$ cat config.mk
export PLATFORM = sky130hd
export DESIGN_NAME = sixteen_by_eight_seq_divider
export DESIGN_NICKNAME = d
export VERILOG_FILES = /design/src/rtl/div_pkg.sv /design/src/rtl/div_restoring_step.sv /design/src/rtl/sixteen_by_eight_seq_divider.sv
export SDC_FILE = /design/constraint.sdc
export NUM_CORES = 1
export LEC_CHECK = 0
export CAP_MARGIN = 40
export CORE_MARGIN = 4
export CORE_UTILIZATION = 48
export CTS_BUF_LIST = sky130_fd_sc_hd__clkbuf_8
export DETAILED_ROUTE_END_ITERATION = 8
export MAX_ROUTING_LAYER = met4
export PLACE_DENSITY = 0.8
export SYNTH_ARGS = -nofsm -noshare
export SYNTH_HDL_FRONTEND = slang
export SYNTH_HIERARCHICAL = 1
export SYNTH_SLANG_ARGS = --single-unit
$ cat constraint.sdc
create_clock -name clk -period 2.95 [get_ports clk]
set_input_delay 0.59 -clock clk [delete_from_list [all_inputs] [get_ports clk]]
set_output_delay 0.59 -clock clk [all_outputs]
set_load 0.03 [all_outputs]
$ cat src/rtl/div_pkg.sv
// ============================================================================
//  div_pkg : shared constants and state encoding for the 16/8 sequential divider
//  Revision: 1.0
// ============================================================================
`default_nettype none

package div_pkg;

  localparam int DIVIDEND_W = 16;
  localparam int DIVISOR_W  = 8;
  localparam int QUOT_W     = DIVIDEND_W - DIVISOR_W;

  localparam logic [7:0] ERR_QUOT = 8'hFF;

  typedef enum logic [1:0] {
    IDLE = 2'd0,
    CALC = 2'd1,
    DONE = 2'd2
  } div_state_e;

endpackage

`default_nettype wire

$ cat src/rtl/div_restoring_step.sv
// ============================================================================
//  div_restoring_step : one combinational restoring-division iteration
//  Revision: 1.0
// ============================================================================
`default_nettype none

module div_restoring_step #(
  parameter int DIVISOR_W = 8
) (
  input  logic [DIVISOR_W-1:0] r_in,
  input  logic                 bit_in,
  input  logic [DIVISOR_W-1:0] d,
  output logic [DIVISOR_W-1:0] r_out,
  output logic                 qbit
);

  logic [DIVISOR_W:0] t;

  assign t    = {r_in, bit_in};
  assign qbit = (t >= {1'b0, d});
  // The true difference is below d, so modular subtraction in DIVISOR_W bits is exact.
  assign r_out = qbit ? (t[DIVISOR_W-1:0] - d) : t[DIVISOR_W-1:0];

endmodule

`default_nettype wire

$ cat src/rtl/sixteen_by_eight_seq_divider.sv
// ============================================================================
//  sixteen_by_eight_seq_divider : restoring divider, one quotient bit per clock,
//  with start/busy/done handshake and divide-by-zero / overflow detection.
//  Revision: 1.0
// ============================================================================
`default_nettype none

module sixteen_by_eight_seq_divider
  import div_pkg::*;
#(
  parameter int DIVIDEND_W = div_pkg::DIVIDEND_W,
  parameter int DIVISOR_W  = div_pkg::DIVISOR_W
) (
  input  logic                             clk,
  input  logic                             rst,
  input  logic                             start,
  input  logic [DIVIDEND_W-1:0]            dividend,
  input  logic [DIVISOR_W-1:0]             divisor,
  output logic                             busy,
  output logic                             done,
  output logic [DIVIDEND_W-DIVISOR_W-1:0]  quotient,
  output logic [DIVISOR_W-1:0]             remainder,
  output logic                             div_zero,
  output logic                             overflow
);

  localparam int QW = DIVIDEND_W - DIVISOR_W;
  localparam int CW = (DIVISOR_W > 1) ? $clog2(DIVISOR_W) : 1;

  div_state_e           state, state_next;
  logic [DIVISOR_W-1:0] dvs;
  logic [DIVISOR_W-1:0] prem;
  logic [QW-1:0]        qsr;
  logic [CW-1:0]        cnt;

  logic                 in_zero;
  logic                 in_ovf;
  logic                 last_iter;
  logic [DIVISOR_W-1:0] step_rem;
  logic                 step_qbit;

  assign in_zero   = (divisor == '0);
  assign in_ovf    = !in_zero && (dividend[DIVIDEND_W-1:QW] >= divisor);
  assign last_iter = (cnt == CW'(DIVISOR_W - 1));

  div_restoring_step #(
    .DIVISOR_W (DIVISOR_W)
  ) u_step (
    .r_in   (prem),
    .bit_in (qsr[QW-1]),
    .d      (dvs),
    .r_out  (step_rem),
    .qbit   (step_qbit)
  );

  always_comb begin
    state_next = state;
    case (state)
      IDLE:    if (start) state_next = (in_zero || in_ovf) ? DONE : CALC;
      CALC:    if (last_iter) state_next = DONE;
      DONE:    state_next = IDLE;
      default: state_next = IDLE;
    endcase
  end

  always_ff @(posedge clk or posedge rst) begin
    if (rst) begin
      state     <= IDLE;
      dvs       <= '0;
      prem      <= '0;
      qsr       <= '0;
      cnt       <= '0;
      quotient  <= '0;
      remainder <= '0;
      div_zero  <= 1'b0;
      overflow  <= 1'b0;
    end else begin
      state <= state_next;
      case (state)
        IDLE: begin
          if (start) begin
            if (in_zero || in_ovf) begin
              quotient  <= QW'(ERR_QUOT);
              remainder <= '0;
              div_zero  <= in_zero;
              overflow  <= in_ovf;
            end else begin
              dvs  <= divisor;
              prem <= dividend[DIVIDEND_W-1:QW];
              qsr  <= dividend[QW-1:0];
              cnt  <= '0;
            end
          end
        end
        CALC: begin
          prem <= step_rem;
          qsr  <= {qsr[QW-2:0], step_qbit};
          cnt  <= cnt + 1'b1;
          // Results are only published on the DONE-entry edge so outputs never show partials.
          if (last_iter) begin
            quotient  <= {qsr[QW-2:0], step_qbit};
            remainder <= step_rem;
            div_zero  <= 1'b0;
            overflow  <= 1'b0;
          end
        end
        default: ;
      endcase
    end
  end

  assign busy = (state != IDLE);
  assign done = (state == DONE);

endmodule

`default_nettype wire

==> metrics.md <==
| Metric | Value |
|---|---|
| Mapped Avg Cell Area | 10.04 um^2 |
| Clk pin slew, worst setup/hold paths | 0.09 ns |
| Critical Path Stages | 9 |
| Seq cells post-synth | 47 |
| Critical Path End | quotient[0] |
| Post-Synth Simple-Gate Area | 9.039% |
| Post-layout minimum cycle time | between 2 and 2.5 ns |
| Total core area | ~5600 um^2 |
| Setup TNS | 0 ns |
| Pin count of the biggest net entering global routing | 35 |
| Worst Setup Path Type | in -> reg |
| TritonCTS clock tree | built |
| Worst reg-to-reg setup slack | between 0.5 and 0.6 ns |
| Final ANT Viol Nets | 0 |
| # IOs | 47 |
| Slew margin rel. | about three fifths |
| Final net count | ~370 |
| Share of cells above drive strength 1 | 13.11% |
| Number of I/O port buffers | 46 |
| Final setup viols | 0 |
| Via Count | 2,254 |
| Ys flop type | dfrtp_1 |
| CTS Root Cell | clkbuf_8 |
| Top cell type's share of synthesized area | roughly 41% |
| Starting density of the core | 50.54% |
| Status | completed |
| Max Slew Vio Count | 0 |
| Synth Area in XOR/XNOR | 0.9215% |
| CP max-delay cell | clkdlybuf4s50_1 |
| Async set or reset register ratio after synthesis | 100.0% |
| Post_cts resized | 0 |
| VDD IR-drop max | between 0.4 and 0.5 mV |
| Maximum clock path buffer count | 2 |
| Syn-to-layout area delta | 21.76% |
| CP Cell Sequence | clkdlybuf4s50_1 -> inv_1 -> ha_1 -> a21o_1 -> a21oi_1 -> buf_4 -> a41o_1 -> inv_6 -> o22a_1 |
| Clk Latency, worst-skew pair | 0.31 ns |
| Grt total ovfl | 0 |
| Util after Layout | 61.54% |
| H-Tree Level Count | 2 |
| Crit end category | flop |
| Synth top cells by count | dfrtp_1, inv_1, ha_1, a31oi_1, nor2_1 |
| Max Cap Viol | 0 |
| WL/cell | 16.12 um |
| Worst EP required | 3.15 ns |
| Cell taking the most area after synthesis | dfrtp_1 |
| Initial antenna violation count | 0 |
| R2r startpoint | prem[2] |
| Register area share after synthesis | 41.25% |
| Die width | 85.08 um |
| Max incr delay on CP | roughly 0.50 ns |
| TritonRoute pass-1 iters | 4 |
| Mux cell area share after synthesis | just under 7% |
| Die Y | 85.08 um |
| Net count after synthesis | 330 |
| RSZ-0062 raised after global routing | false |
| Vias in the first global route | 2,250 |
| Period utilization | 84.23% |
| Crit path max fanout | 9 |
| Min-Delay Path Class | reg -> reg |
| Post-DP HPWL | 4.830 mm |
| Synth top area cells | dfrtp_1, ha_1, inv_1 |
| Cell count after placement | 392 |
| Crit path DAT | 2.68 ns |
| Number of synthesized flops with an enable pin | 0 |
| CP Launch Type | input pin |
| Placer congestion estimate | 0.8703 |
| First-pass GRT wire length | about 11 mm |
| PD cells | 1208 nW/um^2 |
| Post-Synth Adder-Cell Area | about 8.6% |
| Max Fclk | 0.4024 GHz |
| Total CTS buffers | 5 |
| Delay-heaviest family, CP | compound AO/OA/AOI/OAI gates |
| Final Non-Filler Cells | 400 |
| Crit path launch | divisor[6] |
| Worst r2r path cells | 7 |
| Vias per inst | around 5.6 |
| Worst Tran Pin Value | 0.6010 ns |
| Synth warnings | 6 |
| Site Rows | 27 |
| Yosys cell types | 50 |
| Synth Area in Compound Gates | 25.71% |
| Die area | slightly above 7000 um^2 |
| Final hold violations | 0 |
| R2r endpoint | remainder[6] |
| Largest family of logic cells by synthesized area | compound AO/OA/AOI/OAI gates |
| Syn Inst Count | between 200 and 300 |
| GRT Util Overall | 19.32% |
| Count leader, synth | dfrtp_1 |
| Drt drc | 0 |
| DRT iter0 DRCs | between 100 and 150 |
| # diodes | 0 |
| Synthesized cell area | 2851 um^2 |
| Post-CTS Hold Fix Bufs | 0 |
| Post-CTS Setup Bufs | 0 |
| Hold_ws | 0.5053 ns |
| DRT Wirelength | 6.446 mm |
| P_leak | between 0.0015 and 0.002 uW |
| Clock Skew | 0.009355 ns |
| CP bufs+invs | 4 |
| Total clock sinks | 47 |
-- flip-flops by register name, summed over array words and instances (netlist names) --
name	cells
overflow	1
quotient	8
remainder	8
div_zero	1
qsr	8
dvs	8
cnt	3
state	2
prem	8
-- power breakdown --
part / switching (uW) / leakage [uW] / internal [uW] / total (uW)
registers: 185 / 0.000538 / 934 / 1120
clock network: 232 / 0.0000548 / 255 / 487
logic: 1400 / 0.00101 / 1190 / 2590
total: 1810 / 0.00160 / 2380 / 4190
-- placed cells by master, fill, tap and decap left out, types with 6 or more instances in the layout --
| master | instances |
|---|---|
| a21bo_2 | 9 |
| a21o_1 | 11 |
| a21oi_1 | 13 |
| a22o_1 | 8 |
| a22oi_1 | 7 |
| a2bb2oi_1 | 6 |
| a31oi_1 | 17 |
| buf_4 | 6 |
| clkdlybuf4s50_1 | 46 |
| dfrtp_1 | 47 |
| ha_1 | 18 |
| inv_1 | 30 |
| mux2_2 | 6 |
| mux2_4 | 6 |
| nand2_1 | 13 |
| nor2_1 | 16 |
| o21ai_0 | 8 |
-- cell families after synthesis --
group	after synthesis
buffers and inverters	48
multiplexers	16
AND/OR/NAND/NOR	53
adder cells (fa/ha/maj)	19
AO/OA/AOI/OAI	98
XOR/XNOR	3
flip-flops	47
-- per-layer routing --
metal / wire length (um) / part of all wire [%] / up-vias / track usage, %
li1: - / - / 1102 / -
met1: 2952 / 46 / 1071 / 27.14
met2: 3041 / 47 / 73 / 29.24
met3: 376 / 5.8 / 8 / 2.816
met4: 76 / 1.2 / 0 / 5.180
met5: 0 / 0 / - / -
-- layout make-up --
type / instances / area [um^2]
fill: 469 / 2170
multi-input combinational: 189 / 1460
sequential: 47 / 1176
timing repair buffer: 52 / 505.5
inverter: 32 / 125.1
tap: 72 / 90.09
clock buffer: 5 / 68.82
clock inverter: 3 / 46.29
-- per-stage QoR --
| step | setup slack, ns | instance area, um^2 | power, uW |
|---|---|---|---|
| after floorplan | 0.7082 | 2851 | 3034 |
| after global placement | 0.1873 | 3357 | 3613 |
| after detailed placement | 0.1547 | 3357 | 3683 |
| after CTS | 0.4643 | 3472 | 4181 |
| after global routing | 0.2857 | 3472 | 4537 |
| final | 0.4652 | 3472 | 4194 |
-- worst min-delay path by stage --
| stage | to | cells past startpoint | slack, ns | start |
|---|---|---|---|---|
| 2_1_floorplan | dvs[5] | 1 | 0.48 | dvs[5] |
| 3_3_place_gp | remainder[6] | 1 | 0.49 | remainder[6] |
| 3_5_place_dp | remainder[7] | 1 | 0.49 | remainder[7] |
| 4_1_cts | remainder[6] | 1 | 0.51 | remainder[6] |
| 5_1_grt | remainder[6] | 1 | 0.52 | remainder[6] |
| 6_report | remainder[4] | 1 | 0.51 | remainder[4] |
No activity file was read; power rests on OpenSTA's default activity.
==> variant 1 (config.mk and constraints unchanged) <==
Make the reset (`rst`) synchronous in one clocked block.
--- a/src/rtl/sixteen_by_eight_seq_divider.sv
+++ b/src/rtl/sixteen_by_eight_seq_divider.sv
@@ -64,5 +64,5 @@
   end
 
-  always_ff @(posedge clk or posedge rst) begin
+  always_ff @(posedge clk) begin
     if (rst) begin
       state     <= IDLE;
Function: differs if rst is asserted again (counterexample within 4 cycles, from zero or initial values and one cycle with rst high); with rst held inactive, the same outputs for 4 cycles.
==> variant 1 against the original RTL <==
Design area up 3.7%. Sequential cell count unchanged. Global-route usage up 0.33 points. Area after synthesis up 0.97%. Synthesized cell count up 21%. First-iteration DRC count up 25%. Routed wire length up 7.6%. Setup slack worse by 0.11 ns. Largest cell class unchanged.
Power is not compared: it rests on default switching activity, and its combinational part moved more than twofold at a synthesized area within 25%.
==> variant 1: results (changes against the original RTL) <==
{| class="wikitable"
! Metric !! Value
|-
| Launch point of the worst hold path || quotient[4] (was remainder[4])
|-
| Primary FF master, synth || dfxtp_1 (was dfrtp_1)
|-
| Post-synth cell types || 46 (was 50)
|-
| Compound-cell area share of the yosys netlist || 21.16% (was 25.71%)
|-
| Routability congestion estimate || 0.8801 (was 0.8703)
|-
| Worst reg-to-reg setup slack || 0.38 ns (was 0.57 ns)
|-
| Worst setup endpoint || qsr[1] (was quotient[0])
|-
| Cell depth of the worst min-delay path || 2 (was 1)
|-
| Slew at the pin closest to its max-slew limit || 0.8714 ns (was 0.6010 ns)
|-
| Largest incremental delay on the critical path || 0.48 ns (was 0.50 ns)
|-
| Overall global routing resource usage || 19.64% (was 19.32%)
|-
| Proportion of synthesized chip area in sequential cells || 32.68% (was 41.25%)
|-
| Nets in the synthesized netlist || 391 (was 330)
|-
| Startpoint of the most critical setup path || divisor[5] (was divisor[6])
|-
| Share of synthesized flip-flops with an asynchronous set or reset || 0% (was 100.0%)
|-
| Vias in the first global route || 2459 (was 2250)
|-
| Result of the run || finished, final reports clean (unchanged)
|-
| Commonest cells in the synthesized netlist || dfxtp_1 (47), nand2_1 (41), inv_1 (40), a21oi_1 (30) (was dfrtp_1 (47), inv_1 (31), ha_1 (18), a31oi_1 (17), nor2_1 (16))
|-
| Final net count || 449 (was 373)
|-
| Capturing point of the worst reg2reg path || prem[6] (was remainder[6])
|-
| Setup Skew || 0.008246 ns (was 0.009355 ns)
|-
| Critical path arrival || 2.79 ns (was 2.68 ns)
|-
| Largest net degree at the start of global routing || 33 (was 35)
|-
| First-pass GRT wire length || 11330 microns (was 10900 microns)
|-
| Via count of the routed design || 2601 (was 2254)
|-
| End point of the most critical hold path || quotient[4] (was remainder[4])
|-
| Mux contribution to synthesized area || 9.952% (was 6.933%)
|-
| Kind of cell adding the most delay to the critical path || buffers and inverters (was compound AO/OA/AOI/OAI gates)
|-
| 1st-iter DRT viols || 184 (was 147)
|-
| Cell depth of the worst flop-to-flop path || 11 (was 7)
|-
| Max FO, Critical Path || 12 (was 9)
|}
-- variant 1: cell types whose count changed in the layout (fill, tap and decap cells not counted), sizes merged, moves of 15 or more --
cell / unedited run / this run
a21oi: 15 / 32
nand2: 13 / 41
a31oi: 17 / 1
nand3: 4 / 19
dfrtp: 47 / 0
dfxtp: 0 / 47
-- variant 1: per-stage QoR --
step / cell area, sq um / setup slack (ns) / cells / hold WS, ns / utilization (%)
global route: 3601 / 0.2295 / 476 / 0.4785 / 63.45
finish: 3601 / 0.3562 / 476 / 0.4570 / 63.45
global placement: 3513 / 0.09117 / 468 / 0.4417 / 61.90
floorplan: 2879 / 0.5777 / 345 / 0.4539 / -
CTS: 3601 / 0.3573 / 476 / 0.4608 / 63.45
detailed placement: 3513 / 0.02955 / 468 / 0.4456 / 61.90
-- variant 1: layer usage --
metal	vias up	global-route usage (%)	wire, microns
met5	-	-	0
met4	0	7.338	119
met3	14	2.621	300
met1	1206	23.53	3065
met2	71	33.40	3451
li1	1310	-	-
-- variant 1: power groups by stage --
stage | clock (mW) | combinational [mW] | sequential, mW
3_3_place_gp | 0 | 0.722 | 0.732
2_1_floorplan | 0 | 0.514 | 0.747
3_5_place_dp | 0 | 0.741 | 0.733
5_1_grt | 0.429 | 0.817 | 0.727
6_report | 0.394 | 0.753 | 0.720
4_1_cts | 0.399 | 0.746 | 0.720
-- variant 1: cell families after synthesis --
family | count (synthesis)
fa+ha+maj | 19
simple gates | 113
flops | 47
mux | 24
compound gates | 85
xor+xnor | 3
buf+inv | 54
-- variant 1: cell type report --
type	count	area, sq um
clock buffer	5	68.82
clock inverter	3	18.77
fill	496	2074
inverter	40	150.1
multi-input combinational	244	1722
sequential	47	940.9
tap	72	90.09
timing repair buffer	65	610.6
==> variant 2 (config.mk and constraints unchanged) <==
Without the edit above. The package constant `DIVIDEND_W` goes from 16 to 32.
--- a/src/rtl/div_pkg.sv
+++ b/src/rtl/div_pkg.sv
@@ -7,5 +7,5 @@
 package div_pkg;
 
-  localparam int DIVIDEND_W = 16;
+  localparam int DIVIDEND_W = 32;
   localparam int DIVISOR_W  = 8;
   localparam int QUOT_W     = DIVIDEND_W - DIVISOR_W;
Ports: changed (resized dividend and quotient); port bits go from 47 to 79. The function was not compared with the original's and may differ.
==> variant 2 against the original RTL <==
Final cell count grew 65%. Synthesized cell count grew 69%. Register-to-register slack lost 0.02 ns. Design area grew 57%. Setup slack lost 0.31 ns. Fmax shrank 11%. Sequential share of layout area grew 2.3 points. Area after synthesis grew 51%. Global-route usage grew 4.2 points. Utilization grew 1.1 points. Sequential cell count grew 32. Total power grew 43%. Routed wire length grew 74%. Critical path type unchanged. Critical endpoint is now qsr[20].
==> variant 2: results (changes against the original RTL) <==
{| class="wikitable"
! Metric !! Value
|-
| Detailed route wirelength on metal2 || 5480 microns (was 3041 microns)
|-
| 1st-iter DRT viols || 303 (was 147)
|-
| DPL Wire Length || 7836 microns (was 4830 microns)
|-
| Final net count || 609 (was 373)
|-
| Overall global routing resource usage || 23.47% (was 19.32%)
|-
| Routability congestion estimate || 0.8944 (was 0.8703)
|-
| Placement-stage cell area || 0.005268 sq mm (was 0.003357 sq mm)
|-
| Max FO, Critical Path || 18 (was 9)
|-
| Detailed-routing wirelength on met1 || 4933 microns (was 2952 microns)
|-
| Fraction of met2 tracks used by global routing || 36.94% (was 29.24%)
|-
| Proportion of synthesized chip area in sequential cells || 45.84% (was 41.25%)
|-
| Clock latency at the later pin of the worst-skew pair || 0.36 ns (was 0.31 ns)
|-
| First-pass GRT wire length || 18940 microns (was 10900 microns)
|-
| Result of the run || finished, final reports clean (unchanged)
|-
| VDD IR max || 0.7477 mV (was 0.4800 mV)
|-
| CTS Buf Count || 9 (was 5)
|-
| Quantity of I/O buffers inserted on ports || 78 (was 46)
|-
| Vias per inst || 5.848 (was 5.635)
|-
| Largest net degree at the start of global routing || 80 (was 35)
|-
| Pre-CTS WS || -0.2071 ns (was 0.1547 ns)
|-
| Critical path arrival || 3.00 ns (was 2.68 ns)
|-
| Cell depth of the worst flop-to-flop path || 10 (was 7)
|-
| Kind of cell adding the most delay to the critical path || compound AO/OA/AOI/OAI gates (unchanged)
|-
| Setup Skew || 0.01696 ns (was 0.009355 ns)
|-
| Proportion of layout cells with a drive suffix above 1 || 9.601% (was 13.11%)
|-
| Global Route met3 Usage || 4.127% (was 2.816%)
|-
| Slew at the pin closest to its max-slew limit || 0.5982 ns (was 0.6010 ns)
|-
| Vias in the first global route || 3803 (was 2250)
|-
| Dominant cells by area after synthesis || dfrtp_1 (46%), nand2_1 (11%), o311ai_0 (6.7%), o211ai_1 (5.6%), ha_1 (5.2%) (was dfrtp_1 (41%), ha_1 (7.9%), inv_1 (4.1%), a31oi_1 (3.7%), a21bo_2 (3.2%))
|-
| Number of instances in the synthesized netlist || 480 (was 284)
|-
| Nets in the synthesized netlist || 542 (was 330)
|-
| Highest-delay cell along the critical path || or4_1 (was clkdlybuf4s50_1)
|-
| Primary FF master, synth || dfrtp_1 (unchanged)
|-
| First-pass iteration count of the detailed router || 5 (was 4)
|-
| Per-cell routed wire length || 16.97 microns (was 16.12 microns)
|-
| Final routed wirelength across all metal layers || 11200 microns (was 6446 microns)
|-
| Uppermost layer routed || met4 (unchanged)
|-
| Leakage power figure || 2.277 nW (was 1.599 nW)
|-
| Routed wire length on met3 || 613 microns (was 376 microns)
|-
| Post-synth cell types || 40 (was 50)
|-
| Met1 track demand over resource || 31.15% (was 27.14%)
|-
| Maximum level of the CTS H-tree || 3 (was 2)
|-
| Total instance count after detailed placement || 644 (was 392)
|-
| Commonest cells in the synthesized netlist || nand2_1 (124), dfrtp_1 (79), o311ai_0 (33), o211ai_1 (32) (was dfrtp_1 (47), inv_1 (31), ha_1 (18), a31oi_1 (17), nor2_1 (16))
|}
[variant 2: cell count changes after synthesis, moves of 7 or more]
cell and change:
nand2_1 +111, a21bo_2 -9, dfrtp_1 +32, o21ai_0 +23
o211ai_1 +32, nor2_1 +7, a21o_1 -8, o311ai_0 +33
a31oi_1 -17, clkbuf_1 +26, inv_1 -9, a22o_1 -8
[variant 2: kinds of logic after synthesis]
| family | count (synthesis) | synth area share (%) |
|---|---|---|
| AOI/OAI and AO/OA | 131 | 21.50 |
| xor gates and xnor gates | 3 | 0.6093 |
| adders and majority gates | 19 | 5.686 |
| buffers and inverters | 59 | 5.454 |
| DFF | 79 | 45.84 |
| muxes | 16 | 4.062 |
| and+or+nand+nor | 173 | 16.86 |
[variant 2: what timing repair did]
action,in CTS,in global routing
hold buffers,0,0
setup buffers,0,0
resized for setup,0,1
endpoints found under the setup margin,0,1
[variant 2: final timing paths]
check / start / slack (ns) / end
setup / recovery: divisor[2] / 0.15 / qsr[20]
hold / removal: dvs[4] / 0.52 / dvs[4]
setup reg to reg: qsr[23] / 0.55 / prem[6]
hold reg to reg: dvs[4] / 0.52 / dvs[4]
max in group asynchronous: rst / 1.96 / prem[6]
min in group asynchronous: rst / 0.63 / quotient[18]
[variant 2: where the power goes]
part           switching (mW)  total, mW  internal, mW
clock network           0.422      0.778         0.356
registers               0.339       1.90          1.56
logic                    1.91       3.32          1.42
total                    2.67       6.00          3.33
[variant 2: cell type report]
class / instances / area, sq um
flip-flops and latches: 79 / 1977
clock buffers: 11 / 151.4
repair buffers: 93 / 950.9
multi-input cells: 342 / 2122
fillers: 693 / 3262
inverters: 22 / 82.58
clock inverters: 5 / 40.04
well taps: 108 / 135.1
